--- config.mk ---
export PLATFORM = sky130hd
export DESIGN_NAME = layer_sequencer
export DESIGN_NICKNAME = d
export VERILOG_FILES = /design/src/rtl/layer_seq_pkg.sv /design/src/rtl/seq_down_counter.sv /design/src/rtl/layer_sequencer.sv
export SDC_FILE = /design/constraint.sdc
export NUM_CORES = 1
export LEC_CHECK = 0
export CAP_MARGIN = 0
export CORE_ASPECT_RATIO = 0.75
export CORE_MARGIN = 1
export CORE_UTILIZATION = 50
export DETAILED_ROUTE_END_ITERATION = 10
export HOLD_SLACK_MARGIN = 0.06
export PLACE_DENSITY = 0.83
export SLEW_MARGIN = 0
export SYNTH_ARGS = -nofsm -noshare
export SYNTH_HDL_FRONTEND = slang
export SYNTH_SLANG_ARGS = --single-unit
export TNS_END_PERCENT = 100
--- constraint.sdc ---
create_clock -name clock -period 3.14 [get_ports clock]
set_clock_uncertainty 0.1 [all_clocks]
set_input_delay 0.314 -clock clock [delete_from_list [all_inputs] [get_ports clock]]
set_output_delay 0.314 -clock clock [all_outputs]
set_load 0.02 [all_outputs]
--- src/rtl/layer_seq_pkg.sv ---
`default_nettype none
// ============================================================================
// Module   : layer_seq_pkg
// Purpose  : Shared definitions for the LeNet layer sequencer: state
//            encoding, error flag bit positions and default sizing.
//            The ABORT state exists only when LAYER_SEQ_WATCHDOG_EN is
//            defined.
// Revision : 1.0 - initial release
// ============================================================================
package layer_seq_pkg;

  // Default sizing, kept next to the per-layer parameter headers.
  localparam int DEF_NUM_LAYERS   = 5;
  localparam int DEF_DRAIN_CYCLES = 4;

  // Drain counter width: DRAIN_CYCLES is limited to 1..15.
  localparam int DRAIN_CNT_WIDTH  = 4;

  // Bit positions inside the sticky error vector.
  localparam int ERR_STALE_DONE   = 0;
  localparam int ERR_TIMEOUT      = 1;

  typedef enum logic [2:0] {
    ST_IDLE   = 3'd0,
    ST_ARM    = 3'd1,
    ST_RUN    = 3'd2,
    ST_DRAIN  = 3'd3,
    ST_CLEAR  = 3'd4,
    ST_FINISH = 3'd5
`ifdef LAYER_SEQ_WATCHDOG_EN
    ,
    ST_ABORT  = 3'd6
`endif
  } seq_state_t;

endpackage
`default_nettype wire

--- src/rtl/seq_down_counter.sv ---
`default_nettype none
// ============================================================================
// Module   : seq_down_counter
// Purpose  : Loadable down-counter with a zero flag. Saturates at zero.
//            Used by the layer sequencer for pipeline drain and for the
//            optional per-layer watchdog.
// Revision : 1.0 - initial release
// ============================================================================
module seq_down_counter #(
  parameter int WIDTH = 4
) (
  input  logic             clock,
  input  logic             reset,
  input  logic             load_i,
  input  logic [WIDTH-1:0] load_value_i,
  input  logic             dec_i,
  output logic             zero_o
);

  logic [WIDTH-1:0] count_q;
  logic [WIDTH-1:0] count_d;

  // Next count: load wins over decrement; decrement stops at zero.
  always_comb begin
    count_d = count_q;
    if (load_i) begin
      count_d = load_value_i;
    end else if (dec_i && (count_q != '0)) begin
      count_d = count_q - WIDTH'(1);
    end
  end

  // Count register.
  always_ff @(posedge clock or posedge reset) begin
    if (reset) begin
      count_q <= '0;
    end else begin
      count_q <= count_d;
    end
  end

  assign zero_o = (count_q == '0);

endmodule
`default_nettype wire

--- src/rtl/layer_sequencer.sv ---
`default_nettype none
// ============================================================================
// Module   : layer_sequencer
// Purpose  : Frame-level scheduler for the LeNet accelerator. Runs each
//            layer controller in order (arm, run, drain, clear), flips the
//            ping-pong feature buffer between layers and counts frames.
//            All layer-facing outputs are registered from the state.
//            Optional: LAYER_SEQ_WATCHDOG_EN adds a per-layer timeout that
//            aborts the frame and raises error[1].
// Revision : 1.0 - initial release
// ============================================================================
module layer_sequencer
  import layer_seq_pkg::*;
#(
  parameter int NUM_LAYERS      = DEF_NUM_LAYERS,
  parameter int LAYER_IDX_WIDTH = 3,
  parameter int DRAIN_CYCLES    = DEF_DRAIN_CYCLES,
  parameter int FRAME_CNT_WIDTH = 16,
  parameter int TIMEOUT_CYCLES  = 1000000,
  parameter int TIMEOUT_WIDTH   = 20
) (
  input  logic                       clock,
  input  logic                       reset,
  input  logic                       net_start_i,
  output logic                       net_busy_o,
  output logic                       net_done_o,
  output logic [NUM_LAYERS-1:0]      layer_enable_o,
  output logic [NUM_LAYERS-1:0]      layer_clear_o,
  input  logic [NUM_LAYERS-1:0]      layer_done_i,
  output logic                       buf_sel_o,
  output logic [LAYER_IDX_WIDTH-1:0] cur_layer_o,
  output logic [FRAME_CNT_WIDTH-1:0] frame_count_o,
  output logic [1:0]                 error_o
);

  seq_state_t                 state_q,       state_d;
  logic [LAYER_IDX_WIDTH-1:0] cur_layer_q,   cur_layer_d;
  logic [NUM_LAYERS-1:0]      enable_q,      enable_d;
  logic [NUM_LAYERS-1:0]      clear_q,       clear_d;
  logic                       buf_sel_q,     buf_sel_d;
  logic [FRAME_CNT_WIDTH-1:0] frame_count_q, frame_count_d;
  logic                       net_done_q,    net_done_d;
  logic [1:0]                 error_q,       error_d;

  logic [NUM_LAYERS-1:0]      cur_sel;
  logic                       cur_done;
  logic                       cur_is_last;
  logic                       clear_pending;

  logic                       drain_load;
  logic                       drain_dec;
  logic                       drain_zero;

  // One-hot select of the current layer; other layers' done is masked off.
  for (genvar gi = 0; gi < NUM_LAYERS; gi++) begin : g_cur_sel
    assign cur_sel[gi] = (cur_layer_q == LAYER_IDX_WIDTH'(gi));
  end

  assign cur_done      = |(layer_done_i & cur_sel);
  assign clear_pending = |(clear_q & cur_sel);
  assign cur_is_last   = (cur_layer_q == LAYER_IDX_WIDTH'(NUM_LAYERS - 1));

  seq_down_counter #(
    .WIDTH (DRAIN_CNT_WIDTH)
  ) u_drain_cnt (
    .clock        (clock),
    .reset        (reset),
    .load_i       (drain_load),
    .load_value_i (DRAIN_CNT_WIDTH'(DRAIN_CYCLES - 1)),
    .dec_i        (drain_dec),
    .zero_o       (drain_zero)
  );

`ifdef LAYER_SEQ_WATCHDOG_EN
  logic wd_load;
  logic wd_dec;
  logic wd_zero;

  // Loaded with TIMEOUT_CYCLES-1 so the zero flag is seen in RUN cycle
  // TIMEOUT_CYCLES.
  seq_down_counter #(
    .WIDTH (TIMEOUT_WIDTH)
  ) u_watchdog_cnt (
    .clock        (clock),
    .reset        (reset),
    .load_i       (wd_load),
    .load_value_i (TIMEOUT_WIDTH'(TIMEOUT_CYCLES - 1)),
    .dec_i        (wd_dec),
    .zero_o       (wd_zero)
  );
`else
  logic unused_wd_params;
  assign unused_wd_params = (TIMEOUT_CYCLES == 0) ^ (TIMEOUT_WIDTH == 0);
`endif

  // Next-state and next-output decode; outputs reflect the state one cycle
  // later because they are registered from the current state.
  always_comb begin
    state_d       = state_q;
    cur_layer_d   = cur_layer_q;
    enable_d      = '0;
    clear_d       = '0;
    buf_sel_d     = buf_sel_q;
    frame_count_d = frame_count_q;
    net_done_d    = 1'b0;
    error_d       = error_q;
    drain_load    = 1'b0;
    drain_dec     = 1'b0;
`ifdef LAYER_SEQ_WATCHDOG_EN
    wd_load       = 1'b0;
    wd_dec        = 1'b0;
`endif
    case (state_q)
      ST_IDLE: begin
        if (net_start_i) begin
          state_d     = ST_ARM;
          cur_layer_d = '0;
`ifdef LAYER_SEQ_WATCHDOG_EN
          wd_load     = 1'b1;
`endif
        end
      end
      ST_ARM: begin
        // A done left over from an earlier run: flag it and re-arm the
        // layer. One clear pulse per pending done, the layer needs a cycle
        // to drop done after seeing it.
        if (cur_done) begin
          error_d[ERR_STALE_DONE] = 1'b1;
          if (!clear_pending) begin
            clear_d = cur_sel;
          end
        end else begin
          state_d = ST_RUN;
        end
      end
      ST_RUN: begin
        enable_d = cur_sel;
`ifdef LAYER_SEQ_WATCHDOG_EN
        wd_dec   = 1'b1;
`endif
        if (cur_done) begin
          state_d    = ST_DRAIN;
          drain_load = 1'b1;
        end
`ifdef LAYER_SEQ_WATCHDOG_EN
        else if (wd_zero) begin
          error_d[ERR_TIMEOUT] = 1'b1;
          state_d              = ST_ABORT;
        end
`endif
      end
      ST_DRAIN: begin
        if (drain_zero) begin
          state_d = ST_CLEAR;
        end else begin
          drain_dec = 1'b1;
        end
      end
      ST_CLEAR: begin
        clear_d   = cur_sel;
        buf_sel_d = ~buf_sel_q;
        if (cur_is_last) begin
          state_d = ST_FINISH;
        end else begin
          cur_layer_d = cur_layer_q + LAYER_IDX_WIDTH'(1);
          state_d     = ST_ARM;
`ifdef LAYER_SEQ_WATCHDOG_EN
          wd_load     = 1'b1;
`endif
        end
      end
      ST_FINISH: begin
        net_done_d    = 1'b1;
        frame_count_d = frame_count_q + FRAME_CNT_WIDTH'(1);
        state_d       = ST_IDLE;
      end
`ifdef LAYER_SEQ_WATCHDOG_EN
      ST_ABORT: begin
        clear_d = '1;
        state_d = ST_IDLE;
      end
`endif
      default: begin
        state_d = ST_IDLE;
      end
    endcase
  end

  // State and registered outputs; asynchronous reset drops all enables.
  always_ff @(posedge clock or posedge reset) begin
    if (reset) begin
      state_q       <= ST_IDLE;
      cur_layer_q   <= '0;
      enable_q      <= '0;
      clear_q       <= '0;
      buf_sel_q     <= 1'b0;
      frame_count_q <= '0;
      net_done_q    <= 1'b0;
      error_q       <= '0;
    end else begin
      state_q       <= state_d;
      cur_layer_q   <= cur_layer_d;
      enable_q      <= enable_d;
      clear_q       <= clear_d;
      buf_sel_q     <= buf_sel_d;
      frame_count_q <= frame_count_d;
      net_done_q    <= net_done_d;
      error_q       <= error_d;
    end
  end

  assign net_busy_o     = (state_q != ST_IDLE);
  assign net_done_o     = net_done_q;
  assign layer_enable_o = enable_q;
  assign layer_clear_o  = clear_q;
  assign buf_sel_o      = buf_sel_q;
  assign cur_layer_o    = cur_layer_q;
  assign frame_count_o  = frame_count_q;
  assign error_o        = error_q;

endmodule
`default_nettype wire
# [Word-level counts from Yosys, hierarchy flattened]
# Index checks and enable logic that the tools add are counted.
[word_totals] inputBits=8 wordCells=62 ff_bits=39 out_inout_bits=34
[classes] eq_ne=14 n_mux=20 addsub=3 n_reduce_logical=13 bitwise_logic=3
[ops] operator="$mux 3" n=7
[ops] operator="$add 16x1->16 const B" n=1
[ops] operator="$mux 5" n=3
[ops] operator="$pmux 3 s5" n=1
[ops] operator="$eq 3x2->1 const B" n=4
[ops] operator="$and 5x5->5" n=2
[ops] operator="$ne 2x2->1 const B" n=5
[ops] operator="$pmux 5 s2" n=1
[ops] operator="$reduce_or 5->1" n=2
[ops] operator="$eq 3x3->1 const B" n=3
[ops] operator="$mux 4" n=2
[ops] operator="$eq 3x1->1 const B" n=2
[ops] operator="$logic_not 3->1" n=2
[ops] operator="$pmux 3 s2" n=1
[ops] operator="$mux 1" n=5
[ops] operator="$logic_not 4->1" n=1
[ops] operator="$reduce_and 4->1" n=1
[ops] operator="$reduce_bool 2->1" n=2
[ops] operator="$reduce_bool 4->1" n=1
[ops] operator="$sub 4x1->4 const B" n=1
[ops] operator="$add 3x1->3 const B" n=1
[ops] operator="$reduce_and 3->1" n=1
[ops] operator="$reduce_bool 3->1" n=1
[ops] operator="$reduce_and 2->1" n=1
[ops] operator="2 further kinds" n=2

# [Longest topological paths before layout]
[logic_depth] depth_word=6 mapped_depth=6

# [Modules after synthesis]
# Synthesis repeated with hierarchy kept, for this count alone.
[hier_totals] cells_unflattened=173 area_unflattened_um2=1865.5
[modules_own_cells] module="layer_sequencer" area_each_um2=1604.0 seq_area_each_um2=875.8 instances=1 cells_per_inst=145
[modules_own_cells] module="seq_down_counter" area_each_um2=261.5 seq_area_each_um2=100.1 instances=1 cells_per_inst=28

# [Least setup slack after synthesis]
# Ideal clock, no wire load.
[synth_timing] kind="register -> register" startpoint="reg cur_layer_q[0] (netlist: cur_layer_o[0])" endpoint="reg clear_q[3] (netlist: layer_clear_o[3])" n_path_buf=0 setup_time_ns=0.135 setup_slack_ns=1.240 path_stages_with_launch=7 t_arrival_ns=1.665 synth_period_minus_slack_ns=1.900 cell_sequence="dfrtp_1 > ha_1 > ha_1 > a32oi_1 > o221ai_1 > a41oi_1 > nor2b_1"
[synth_via] elab_chain_cells=6
[synth_lines] item="from (decl)" line_no="layer_sequencer.sv:37" source="logic [LAYER_IDX_WIDTH-1:0] cur_layer_q, cur_layer_d;"
[synth_lines] item="from (signal assigned)" line_no="layer_sequencer.sv:202" source="cur_layer_q <= cur_layer_d;"
[synth_lines] item="$eq 3x1->1 (tied with other cells)" line_no="layer_sequencer.sv:56" source="assign cur_sel[gi] = (cur_layer_q == LAYER_IDX_WIDTH'(gi));"
[synth_lines] item="$and 5x5->5" line_no="layer_sequencer.sv:60" source="assign clear_pending = |(clear_q & cur_sel);"
[synth_lines] item="$reduce_or 5->1" line_no="layer_sequencer.sv:60"
[synth_lines] item="$mux 5" line_no="layer_sequencer.sv:129" source="if (!clear_pending) begin"
[synth_lines] item="$mux 5" line_no="layer_sequencer.sv:127" source="if (cur_done) begin"
[synth_lines] item="$pmux 5 s2 *" line_no="layer_sequencer.sv:113" source="case (state_q)"
[synth_lines] item="named net clear_d[3]" line_no="layer_sequencer.sv:39" source="logic [NUM_LAYERS-1:0] clear_q, clear_d;"
[synth_lines] item="to (signal assigned)" line_no="layer_sequencer.sv:204" source="clear_q <= clear_d;"
[synth_lines] item="to (decl)" line_no="layer_sequencer.sv:39"
# The timed path passes the listed nets; every way through them passes the cells marked *.
# A chain may end at the register's enable or synchronous reset.

# [Worst setup path after layout]
[layout_timing] startpoint="reg state_q[1]" endpoint="out net_busy_o"
[layout_via] elab_chain_cells=1
[layout_lines] item="from (decl)" line_no="layer_sequencer.sv:36" source="seq_state_t state_q, state_d;"
[layout_lines] item="from (signal assigned)" line_no="layer_sequencer.sv:201" source="state_q <= state_d;"
[layout_lines] item="$reduce_bool 3->1" line_no="layer_sequencer.sv:212" source="assign net_busy_o = (state_q != ST_IDLE);"
[layout_lines] item="to (decl)" line_no="layer_sequencer.sv:25" source="output logic net_busy_o,"
# No other way between the ends.

==> run metrics <==
final hold vios=0; Total Neg Setup Slack=0 ns; ys flop type=dfrtp_1; drt wl/cell=15.19 um; Rel. slew slack=67.28%; Final ANT Viol Nets=0; post-cts sizing count=0; Core Rows=18; ant diodes=0; cts hold-fix bufs=0; Final Power=approximately 1.7 mW; minimum clock period=about 2.1 ns; crit share post-route=roughly two thirds; port bufs=40; CTS root buffer=clkbuf_8; Place WS=roughly 1.1 ns; Routed WL=~3800 um; initial core utilization=about 53%; DP Wirelength=about 2700 um; Seq/Total Area, Yosys=roughly 55%; clock buffer depth=2; Buf+Inv Stages, Crit Path=1; I/O pin count=42; Clock Latency Late Sink=0.30 ns; synthesized instance count=162; Yosys top cell area share=54.78%; Tot GR Track Use=a little over a fifth; status=finished, violations left; RSZ-0062 raised after global routing=false; Layout area overhead=29.28%; Synth warnings=0; max-cap viol count=0; EDFF count, synth=0; CTS buffer count=5; Reg clk slew, reported paths=roughly 0.08 ns; share of post-route cells with drive strength above 1=about 6.3%; Worst EP arrival=between 1.5 and 2 ns; critical path fanouts, max=10; Req. time, crit path=around 2.7 ns; ys async rst share=100.0%; mean number of vias per cell=~5.6; First-pass DRT Iterations=7; CP Launch Type=flop; setup violators final=0; CP Cell Sequence=or3_1 -> clkdlybuf4s50_1; drt drc=8; cell with the most instances after synthesis=dfrtp_1; Synth top cells by count=dfrtp_1, nand2_1, xnor2_1; clk sinks=39; cell family with most CP delay=buffers and inverters; Final Max Slew Viols=0; antenna violations before repair=0; Synth area leaders=dfrtp_1, xnor2_1, ha_1; total number of vias=around 1400; initial DRC count=around 70; Hold Crit Class=input port to async pin; die extent in y=53.70 um; largest stage delay on the critical path=0.54 ns; post-route cell area=~2300 um^2; Die Wd=a little over 70 um; syn avg cell area=roughly 11 um^2; leading area contributor after synthesis=dfrtp_1; Distinct cells, synth=38; IR Drop Worst-Case VDD=about 610 uV; largest net degree at the start of global routing=32; vias in the first global route=~1300; nets=roughly 220; Syn Nets=between 150 and 200; Cell Count, Final, Fillers Out=roughly 250; critical path's slowest cell=clkdlybuf4s50_1; die area=3809 um^2; global route total overflow=0; Fillers=228; Core Area=3356 um^2; pwr dens=745.8 nW/um^2; Fin Hold WS=around 0.17 ns; total leakage power=1.032 nW; Worst Path Class, Setup=flop to output port; synthesis-stage register bit count=39; post-CTS setup buffer count=0; global-route wire length before repair=approximately 6100 um; failing checks=design-rule violations; Layout Utilization=approximately two thirds; Worst-Margin Slew=roughly 0.49 ns; Netlist Area Pre-Place=about 1800 um^2; crit end category=output port; DP Area=2215 um^2; RD Place Congestion=between 0.8 and 0.9; Final WS setup=1.017 ns; # placed instances=around 240; # H-tree levels=2; fmax=approximately 470 MHz; CTS tree=built
==> where the power goes <==
| group | total [mW] | internal [mW] | switching, mW | leakage [nW] |
|---|---|---|---|---|
| clock | 0.333 | 0.154 | 0.179 | 0.0402 |
| combinational | 0.661 | 0.287 | 0.374 | 0.471 |
| sequential | 0.724 | 0.599 | 0.125 | 0.521 |
==> final cells by class <==
class | count | area (um^2) | share of cell area [%]
Clock buffer | 5 | 68.82 | 2.988
Clock inverter | 3 | 20.02 | 0.8691
Inverter | 9 | 33.78 | 1.467
Multi-Input combinational cell | 110 | 747.0 | 32.43
Sequential cell | 39 | 975.9 | 42.37
Tap cell | 40 | 50.05 | 2.173
Timing Repair Buffer | 41 | 407.9 | 17.71
==> cells by family (layout without fill, tap and decap cells) <==
| logic type | Yosys count | after routing | synth area share (%) |
|---|---|---|---|
| AO/OA/AOI/OAI | 20 | 20 | 8.147 |
| XOR/XNOR | 18 | 18 | 8.848 |
| adder cells (fa/ha/maj) | 7 | 7 | 4.916 |
| buffers and inverters | 13 | 58 | 3.300 |
| flip-flops | 39 | 39 | 54.78 |
| multiplexers | 1 | 1 | 0.6320 |
| other | 1 | 1 | 0.2105 |
| AND/OR/NAND/NOR | 63 | 63 | 19.17 |
==> path summary, 6_finish.rpt <==
kind                                    end  cells after the start  slack (ns)      startpoint
setup reg to reg           layer_clear_o[3]                      6        1.05  cur_layer_o[0]
max in group asynchronous        state_q[2]                      3        2.07           reset
hold / removal                   error_o[0]                      2        0.17           reset
hold reg to reg                  error_o[0]                      1        0.37      error_o[0]
min in group clock               error_o[0]                      1        0.37      error_o[0]
setup / recovery                 net_busy_o                      2        1.02      state_q[1]
==> registers in the layout (all words and copies together) (netlist names) <==
register             flops
frame_count_o           16
layer_clear_o            5
layer_enable_o           5
u_drain_cnt.count_q      4
cur_layer_o              3
state_q                  3
buf_sel_o                1
error_o                  1
net_done_o               1
==> cell usage in the layout, fill, tap and decap left out, types with 3 or more instances in the layout <==
cell	n
clkdlybuf4s50_1	40
dfrtp_1	39
nand2_1	16
xnor2_1	14
nor2_1	13
inv_1	9
nand4_1	7
ha_1	7
clkbuf_8	5
o21ai_0	4
nand3_1	4
a22o_1	4
xor2_1	4
nand2b_1	3
and2_1	3
and3_1	3
==> metal layers <==
layer | wire length (um) | up-vias | GRT usage [%]
met5 | 0 | - | 0
met4 | 45 | 0 | 9.000
met2 | 1684 | 53 | 31.57
li1 | - | 641 | -
met3 | 242 | 6 | 7.491
met1 | 1780 | 677 | 29.53
No activity file was read; power rests on OpenSTA's default activity.
